$ cat config.mk
export PLATFORM = sky130hd
export DESIGN_NAME = rmw_counter_table_flat
export DESIGN_NICKNAME = d
export VERILOG_FILES = /design/src/rtl/rmw_counter_pkg.sv /design/src/rtl/rmw_counter_table_if.sv /design/src/rtl/rmw_table_ram.sv /design/src/rtl/rmw_counter_table.sv /design/src/flat_wrapper.sv
export SDC_FILE = /design/constraint.sdc
export NUM_CORES = 1
export LEC_CHECK = 0
export CELL_PAD_IN_SITES_DETAIL_PLACEMENT = 0
export CELL_PAD_IN_SITES_GLOBAL_PLACEMENT = 1
export CORE_UTILIZATION = 45
export DETAILED_ROUTE_END_ITERATION = 12
export PLACE_DENSITY_LB_ADDON = 0.1
export SETUP_SLACK_MARGIN = 0.15
export SYNTH_ARGS = -nofsm -noshare
export SYNTH_HDL_FRONTEND = slang
export SYNTH_SLANG_ARGS = --single-unit
$ cat constraint.sdc
create_clock -name clk -period 3.4 [get_ports clk]
set_clock_uncertainty 0.05 [all_clocks]
set_input_delay 0.68 -clock clk [delete_from_list [all_inputs] [get_ports clk]]
set_output_delay 0.68 -clock clk [all_outputs]
set_load 0.05 [all_outputs]
$ cat src/rtl/rmw_counter_pkg.sv
// Shared definitions for the fetch-and-operate counter table: op codes,
// controller states and the address-width helper.
package rmw_counter_pkg;

  typedef enum logic [1:0] {
    OP_READ = 2'b00,
    OP_INC  = 2'b01,
    OP_ADD  = 2'b10,
    OP_CLR  = 2'b11
  } op_e;

  typedef enum logic {
    SWEEP = 1'b0,
    RUN   = 1'b1
  } state_e;

  function automatic int clog2(input int value);
    int result;
    int v;
    result = 32'sd0;
    v      = value - 32'sd1;
    while (v > 32'sd0) begin
      result = result + 32'sd1;
      v      = v >>> 1;
    end
    return result;
  endfunction

endpackage

$ cat src/rtl/rmw_counter_table_if.sv
// Request/response bundle of the counter table; the client drives requests
// and the table drives ready, results and the busy flag.
interface rmw_counter_table_if #(
  parameter int ADDR_W = 3,
  parameter int WIDTH  = 32
);

  logic              io_in_valid;
  logic              io_in_ready;
  logic [1:0]        io_in_op;
  logic [ADDR_W-1:0] io_in_addr;
  logic [WIDTH-1:0]  io_in_data;
  logic              io_clr_all;
  logic              io_out_valid;
  logic [WIDTH-1:0]  io_out_data;
  logic              io_out_ovf;
  logic              io_busy;

  modport master (
    output io_in_valid, io_in_op, io_in_addr, io_in_data, io_clr_all,
    input  io_in_ready, io_out_valid, io_out_data, io_out_ovf, io_busy
  );

  modport slave (
    input  io_in_valid, io_in_op, io_in_addr, io_in_data, io_clr_all,
    output io_in_ready, io_out_valid, io_out_data, io_out_ovf, io_busy
  );

endinterface

$ cat src/rtl/rmw_table_ram.sv
// Counter storage: one registered read port and one write port; the array
// itself is never reset, it is cleared by the controller's sweep.
module rmw_table_ram #(
  parameter int DEPTH  = 8,
  parameter int WIDTH  = 32,
  parameter int ADDR_W = 3
) (
  input  logic              clk,
  input  logic [ADDR_W-1:0] rd_addr,
  output logic [WIDTH-1:0]  rd_data,
  input  logic              we,
  input  logic [ADDR_W-1:0] wr_addr,
  input  logic [WIDTH-1:0]  wr_data
);

  logic [WIDTH-1:0] mem_r [DEPTH];
  logic [WIDTH-1:0] rd_data_r;

  // Write port
  always_ff @(posedge clk) begin
    if (we) begin
      mem_r[wr_addr] <= wr_data;
    end
  end

  // Read port returns the pre-write contents on a same-address collision
  always_ff @(posedge clk) begin
    rd_data_r <= mem_r[rd_addr];
  end

  assign rd_data = rd_data_r;

endmodule

$ cat src/rtl/rmw_counter_table.sv
// Pipelined read/modify/write counter table with forwarding between
// back-to-back ops and a zeroing sweep after reset or on request.
module rmw_counter_table
  import rmw_counter_pkg::*;
#(
  parameter int DEPTH    = 8,
  parameter int WIDTH    = 32,
  parameter int ADDR_W   = clog2(DEPTH),
  parameter int SATURATE = 0
) (
  input logic                clk,
  input logic                reset,
  rmw_counter_table_if.slave bus
);

  state_e            state_r;
  state_e            state_nxt_s;
  logic [ADDR_W-1:0] ptr_r;
  logic              accept_s;

  logic              s1_valid_r;
  op_e               s1_op_r;
  logic [ADDR_W-1:0] s1_addr_r;
  logic [WIDTH-1:0]  s1_data_r;
  logic              s1_fwd_r;
  logic [WIDTH-1:0]  s1_fwd_val_r;
  logic [WIDTH-1:0]  s1_old_s;
  logic [WIDTH-1:0]  addend_s;
  logic [WIDTH:0]    sum_s;
  logic [WIDTH-1:0]  s1_new_s;
  logic              s1_ovf_s;
  logic              s1_we_s;

  logic [WIDTH-1:0]  ram_rd_s;
  logic              ram_we_s;
  logic [ADDR_W-1:0] ram_wr_addr_s;
  logic [WIDTH-1:0]  ram_wr_data_s;

  logic              out_valid_r;
  logic [WIDTH-1:0]  out_data_r;
  logic              out_ovf_r;

  // A clear request wins over a simultaneous operation request
  assign accept_s = (state_r == RUN) && bus.io_in_valid && !bus.io_clr_all;

  // Controller next state
  always_comb begin
    state_nxt_s = state_r;
    case (state_r)
      SWEEP: begin
        if (ptr_r == ADDR_W'(DEPTH - 1)) begin
          state_nxt_s = RUN;
        end else begin
          state_nxt_s = SWEEP;
        end
      end
      RUN: begin
        if (bus.io_clr_all) begin
          state_nxt_s = SWEEP;
        end else begin
          state_nxt_s = RUN;
        end
      end
      default: state_nxt_s = SWEEP;
    endcase
  end

  // Controller state and sweep pointer
  always_ff @(posedge clk) begin
    if (!reset) begin
      state_r <= SWEEP;
      ptr_r   <= '0;
    end else begin
      state_r <= state_nxt_s;
      if (state_r == SWEEP) begin
        ptr_r <= ptr_r + ADDR_W'(1);
      end else if (bus.io_clr_all) begin
        ptr_r <= '0;
      end else begin
        ptr_r <= ptr_r;
      end
    end
  end

  // The operand comes from S1's result when S1 is writing the same entry
  assign s1_old_s = s1_fwd_r ? s1_fwd_val_r : ram_rd_s;

  // Addend selection
  always_comb begin
    addend_s = '0;
    case (s1_op_r)
      OP_INC:  addend_s = WIDTH'(1);
      OP_ADD:  addend_s = s1_data_r;
      default: addend_s = '0;
    endcase
  end

  assign sum_s = {1'b0, s1_old_s} + {1'b0, addend_s};

  // Result, overflow flag and write enable per op
  always_comb begin
    s1_new_s = s1_old_s;
    s1_ovf_s = 1'b0;
    s1_we_s  = 1'b0;
    case (s1_op_r)
      OP_READ: begin
        s1_new_s = s1_old_s;
      end
      OP_INC, OP_ADD: begin
        s1_we_s  = 1'b1;
        s1_ovf_s = sum_s[WIDTH];
        if ((SATURATE != 32'sd0) && sum_s[WIDTH]) begin
          s1_new_s = '1;
        end else begin
          s1_new_s = sum_s[WIDTH-1:0];
        end
      end
      OP_CLR: begin
        s1_we_s  = 1'b1;
        s1_new_s = '0;
      end
      default: begin
        s1_new_s = s1_old_s;
      end
    endcase
  end

  // The sweep owns the write port whenever it is running
  always_comb begin
    ram_we_s      = 1'b0;
    ram_wr_addr_s = s1_addr_r;
    ram_wr_data_s = s1_new_s;
    if (!reset) begin
      ram_we_s = 1'b0;
    end else if (state_r == SWEEP) begin
      ram_we_s      = 1'b1;
      ram_wr_addr_s = ptr_r;
      ram_wr_data_s = '0;
    end else begin
      ram_we_s = s1_valid_r && s1_we_s;
    end
  end

  rmw_table_ram #(
    .DEPTH  (DEPTH),
    .WIDTH  (WIDTH),
    .ADDR_W (ADDR_W)
  ) u_ram (
    .clk     (clk),
    .rd_addr (bus.io_in_addr),
    .rd_data (ram_rd_s),
    .we      (ram_we_s),
    .wr_addr (ram_wr_addr_s),
    .wr_data (ram_wr_data_s)
  );

  // S1 capture of the accepted request
  always_ff @(posedge clk) begin
    if (!reset) begin
      s1_valid_r   <= 1'b0;
      s1_op_r      <= OP_READ;
      s1_addr_r    <= '0;
      s1_data_r    <= '0;
      s1_fwd_r     <= 1'b0;
      s1_fwd_val_r <= '0;
    end else begin
      s1_valid_r <= accept_s;
      if (accept_s) begin
        s1_op_r      <= op_e'(bus.io_in_op);
        s1_addr_r    <= bus.io_in_addr;
        s1_data_r    <= bus.io_in_data;
        s1_fwd_r     <= s1_valid_r && (s1_addr_r == bus.io_in_addr);
        s1_fwd_val_r <= s1_new_s;
      end else begin
        s1_fwd_r <= 1'b0;
      end
    end
  end

  // Result registers hold their value between pulses
  always_ff @(posedge clk) begin
    if (!reset) begin
      out_valid_r <= 1'b0;
      out_data_r  <= '0;
      out_ovf_r   <= 1'b0;
    end else begin
      out_valid_r <= s1_valid_r;
      if (s1_valid_r) begin
        out_data_r <= s1_old_s;
        out_ovf_r  <= s1_ovf_s;
      end else begin
        out_data_r <= out_data_r;
        out_ovf_r  <= out_ovf_r;
      end
    end
  end

  assign bus.io_in_ready  = (state_r == RUN);
  assign bus.io_busy      = (state_r == SWEEP);
  assign bus.io_out_valid = out_valid_r;
  assign bus.io_out_data  = out_data_r;
  assign bus.io_out_ovf   = out_ovf_r;

endmodule

$ cat src/flat_wrapper.sv
// flat-port wrapper written by rule: the top's interface ports become plain ports
module rmw_counter_table_flat import rmw_counter_pkg::*;
#(
  parameter int DEPTH    = 8,
  parameter int WIDTH    = 32,
  parameter int ADDR_W   = clog2(DEPTH),
  parameter int SATURATE = 0
)
  (clk, reset, bus_io_in_valid, bus_io_in_op, bus_io_in_addr, bus_io_in_data, bus_io_clr_all, bus_io_in_ready, bus_io_out_valid, bus_io_out_data, bus_io_out_ovf, bus_io_busy);
  rmw_counter_table_if #(.ADDR_W(ADDR_W), .WIDTH(WIDTH)) bus_i ();
  input logic clk;
  input logic reset;
  input wire logic [$bits(bus_i.io_in_valid)-1:0] bus_io_in_valid;
  input wire logic [$bits(bus_i.io_in_op)-1:0] bus_io_in_op;
  input wire logic [$bits(bus_i.io_in_addr)-1:0] bus_io_in_addr;
  input wire logic [$bits(bus_i.io_in_data)-1:0] bus_io_in_data;
  input wire logic [$bits(bus_i.io_clr_all)-1:0] bus_io_clr_all;
  output wire logic [$bits(bus_i.io_in_ready)-1:0] bus_io_in_ready;
  output wire logic [$bits(bus_i.io_out_valid)-1:0] bus_io_out_valid;
  output wire logic [$bits(bus_i.io_out_data)-1:0] bus_io_out_data;
  output wire logic [$bits(bus_i.io_out_ovf)-1:0] bus_io_out_ovf;
  output wire logic [$bits(bus_i.io_busy)-1:0] bus_io_busy;
  assign bus_i.io_in_valid = bus_io_in_valid;
  assign bus_i.io_in_op = bus_io_in_op;
  assign bus_i.io_in_addr = bus_io_in_addr;
  assign bus_i.io_in_data = bus_io_in_data;
  assign bus_i.io_clr_all = bus_io_clr_all;
  assign bus_io_in_ready = bus_i.io_in_ready;
  assign bus_io_out_valid = bus_i.io_out_valid;
  assign bus_io_out_data = bus_i.io_out_data;
  assign bus_io_out_ovf = bus_i.io_out_ovf;
  assign bus_io_busy = bus_i.io_busy;
  rmw_counter_table #(.DEPTH(DEPTH), .WIDTH(WIDTH), .ADDR_W(ADDR_W), .SATURATE(SATURATE)) u_core (.clk(clk), .reset(reset), .bus(bus_i));
endmodule
==> impl_results.md <==
* Worst Tran Pin Value at approximately 0.89 ns
* Net Switching at 2.45 mW
* Crit end category: flop
* Post-synth cell types at between 60 and 70
* Routed via count at 10.8k
* Hold path startpoint: u_core.s1_data_r[18]
* Full die area at between 30000 and 40000 µm²
* Switching share of power at around 22%
* Initial DRT Pass Iterations at 5
* Total track usage at between 20 and 25%
* Design Area, Final at between 20000 and 25000 µm²
* Clk sinks at approximately 400
* Post-Syn Nets at approximately 1.3k
* RSZ-0062 raised after global routing: true
* Die Span X at just under 200 µm
* P per Cell Area at 503 nW/µm²
* Pins Over Slew Limit at 0
* Iter 0 DRT Violations at around 630
* Fin crit share at 103%
* Total gr overflow at 0
* Clock transition at path regs at around 0.06 ns
* Ratio of cells with drive above 1 in the final layout at around 35%
* Final min period at approximately 3.5 ns
* Slew headroom at a little over 40%
* Hold Path End: u_core.s1_data_r[18]
* Fmax achieved at approximately 290 MHz
* Worst R2R Start: u_core.s1_fwd_r
* Post-Place Cell Area at 19500 µm²
* Post-DR vias/cell at between 5 and 6
* CP max stage cell: a221o_2
* Max-Cap Viols at 0
* Worst-Skew Late Latency at 0.58 ns
* GP Congestion at approximately 0.9
* Status: finished, violations left
* Flop pwr share at 47.8%
* Yosys reg bits at around 400
* Area of the core at between 30000 and 40000 µm²
* Mapped cell area at about 17000 µm²
* FF-to-FF path depth at 15
* Setup CP Type: flop to flop
* Post-synthesis sequential area ratio at between 60% and 70%
* Combinational share of power at under 10%
* Final wirelength at 42000 µm
* Cell Rows at 70
* Worst R2R End: u_core.u_ram.mem_r[2][22]
* Ys flop type: edfxtp_1
* Initial antenna violation count at 0
* I/O pins at between 70 and 80
* Final Util at ~60%
* Cell count of the worst hold path at 2
* CP delay by family, top: compound AO/OA/AOI/OAI gates
* Largest net degree at the start of global routing at 50
* Number of buffers created by CTS at 44
* Fin worst setup slack at -0.0917 ns
* Routed Antenna Nets at 0
* First-pass GRT wire length at between 60000 and 70000 µm
* Failing checks: negative setup slack
* Max stage delay on crit path at 0.45 ns
* Wire per inst at around 21 µm
* Async S/R FF share, synth at 0%
* Hold Vio Cnt, Final at 0
* WP buf/inv at 3
* Port-buffer cells at 76
* Crit path required time at between 3 and 4 ns
* Mapped Cells at 1245
* CTS tree: done
* Startpoint types: flop
* Die Ht at 196 µm
* Syn-to-layout area delta at 30.7%
* Peak VDD IR at roughly 0.00043 V
* Detailed placement HPWL at between 20000 and 30000 µm
* Worst hold path class: flop to flop
* Nets at 1572
* Worst Path Max Fanout at 8
* Setup slack, reg-to-reg at -0.09 ns
* Critical Path AT at about 3.7 ns
* Post-Synthesis Mean Instance Area at 13.6 µm²
* Clock power frac at roughly 44%
* CP cell instances: buf_12 -> buf_8 -> mux2_4 -> ha_4 -> inv_2 -> fa_2 -> nor2b_2 -> o21a_1 -> nor2_2 -> o21ai_2 -> a221o_2 -> a31oi_4 -> o211ai_1 -> a32oi_2 -> nor2_4
* Ys Warns at 0
* Leakage at 7.89 nW
* Endpoints failing setup at 48
* P_int at 8.66 mW
* Initial Utilization at between 40 and 50%
* Clk Tree Root Cell: clkbuf_16
* Clock buffer depth at 3
* H-tree depth at 2
* Residual DRC at 0
* Vias in the first global route at 10.7k
* Number of enable flip-flop cells after synthesis at 256
* Diodes inserted at 0
layout make-up:
type,count,area [µm²]
fill,2941,14700
sequential,397,10500
multi-input combinational,748,6820
timing repair buffer,276,2540
clock buffer,62,1290
tap,468,586
clock inverter,20,230
inverter,26,100
state kept, by name, summed over array words and instances, names as in the netlist, 2 cells and up:
| register | cells |
|---|---|
| u_core.u_ram.mem_r | 256 |
| u_core.u_ram.rd_data | 32 |
| u_core.s1_addr_r | 3 |
| u_core.ptr_r | 3 |
| u_core.bus.io_out_data | 32 |
| u_core.s1_fwd_val_r | 32 |
| u_core.s1_data_r | 32 |
| u_core.s1_op_r | 2 |
power groups by stage:
| stage | combinational, mW | clock, mW | sequential, mW |
|---|---|---|---|
| after CTS | 0.901 | 4.98 | 5.30 |
| after global routing | 1.01 | 5.18 | 5.31 |
| after detailed placement | 0.857 | 0 | 5.41 |
| after floorplan | 0.467 | 0 | 5.39 |
| final | 0.941 | 4.87 | 5.31 |
| after global placement | 0.856 | 0 | 5.40 |
logic make-up after synthesis:
family / synth area share, %
mux: 14.4
compound gates: 9.53
xor+xnor: 0.933
flops: 62.2
fa+ha+maj: 2.86
simple gates: 7.67
buf+inv: 2.39
layer usage:
metal	GRT usage (%)	vias up	wire (µm)
met5	0	-	0
met4	5.61	0	864
met3	3.71	66	1920
met2	32.8	229	18200
met1	34.0	5347	21000
li1	-	5187	-
cells in the mapped netlist (4+ instances only):
library cell	n	area, µm²
nor2_1	107	402
edfxtp_1	256	7690
mux4_2	64	1440
ha_1	37	463
buf_1	8	30.0
a21oi_1	94	470
clkbuf_1	57	214
xnor2_1	12	105
xor2_1	6	52.6
nand3_1	9	45.0
and3_1	4	25.0
o21ai_0	32	160
nand2_1	100	375
o21a_1	8	60.1
nor2b_1	8	50.1
a31oi_1	14	87.6
mux2i_1	35	350
nor3_1	10	50.1
a21o_1	18	135
and2_1	34	213
a211oi_1	22	165
a22oi_1	14	105
dfxtp_1	141	2820
buf_2	4	20.0
inv_1	24	90.1
or3_1	5	31.3
mux2_2	57	642
how the worst max path moves through the flow:
stage | start | endpoint | slack (ns) | cells past startpoint
5_1_grt | u_core.s1_fwd_r | u_core.u_ram.mem_r[7][22] | -0.19 | 15
3_3_place_gp | u_core.s1_op_r[0] | u_core.u_ram.mem_r[2][22] | -0.24 | 16
3_5_place_dp | u_core.s1_op_r[0] | u_core.u_ram.mem_r[3][27] | -0.34 | 16
4_1_cts | u_core.s1_fwd_r | u_core.u_ram.mem_r[6][22] | -0.06 | 15
2_1_floorplan | u_core.bus.io_in_ready | u_core.u_ram.mem_r[7][0] | -0.25 | 5
6_report | u_core.s1_fwd_r | u_core.u_ram.mem_r[2][22] | -0.09 | 15
stage by stage:
| step | TNS [ns] | setup WS [ns] | instances | power (mW) | hold slack, ns |
|---|---|---|---|---|---|
| 2_1_floorplan | -35.97 | -0.248 | 1245 | 5.85 | 0.382 |
| 3_3_place_gp | -27.24 | -0.242 | 1883 | 6.26 | 0.393 |
| 3_5_place_dp | -40.82 | -0.340 | 1883 | 6.26 | 0.398 |
| 4_1_cts | -1.94 | -0.0635 | 1979 | 11.2 | 0.409 |
| 5_1_grt | -15.47 | -0.193 | 1997 | 11.5 | 0.444 |
| 6_report | -2.02 | -0.0917 | 1997 | 11.1 | 0.407 |
placed cells by master, fill, tap and decap left out, types with 6 or more instances in the layout:
master	instances
a31oi_1	12
o21ai_2	8
clkinv_1	6
nor2_1	81
a21oi_2	18
mux2_2	49
buf_4	165
nor2_2	10
a21o_1	18
clkinv_2	6
mux2_4	8
a211oi_1	21
and2_1	32
mux2i_1	29
nand2_1	99
clkdlybuf4s50_1	73
o21ai_0	24
nor3_1	7
clkbuf_16	45
edfxtp_1	256
ha_4	17
xor2_1	6
buf_6	17
mux4_2	64
a22oi_1	10
a21oi_4	6
clkbuf_8	12
nor2_4	17
nand3_1	7
o21a_1	7
a21oi_1	71
clkbuf_1	6
dfxtp_1	137
inv_1	20
xnor2_1	11
ha_1	20
buf_12	16
worst reg2reg max path: stages, from the launching register on:
cell and delay (ns):
dfxtp_2 0.34, buf_12 0.13, buf_8 0.13, mux2_4 0.33, ha_4 0.17, inv_2 0.05
fa_2 0.20, nor2b_2 0.05, o21a_1 0.17, nor2_2 0.12, o21ai_2 0.09, a221o_2 0.45
a31oi_4 0.28, o211ai_1 0.16, a32oi_2 0.39, nor2_4 0.11
timing repair:
item	in CTS	in global routing
setup endpoints to repair	213	234
setup buffers	13	17
gates resized for setup	84	77
cloned	1	1
pin swaps	48	44
hold buffers	0	0
No activity file was read; power rests on OpenSTA's default activity.
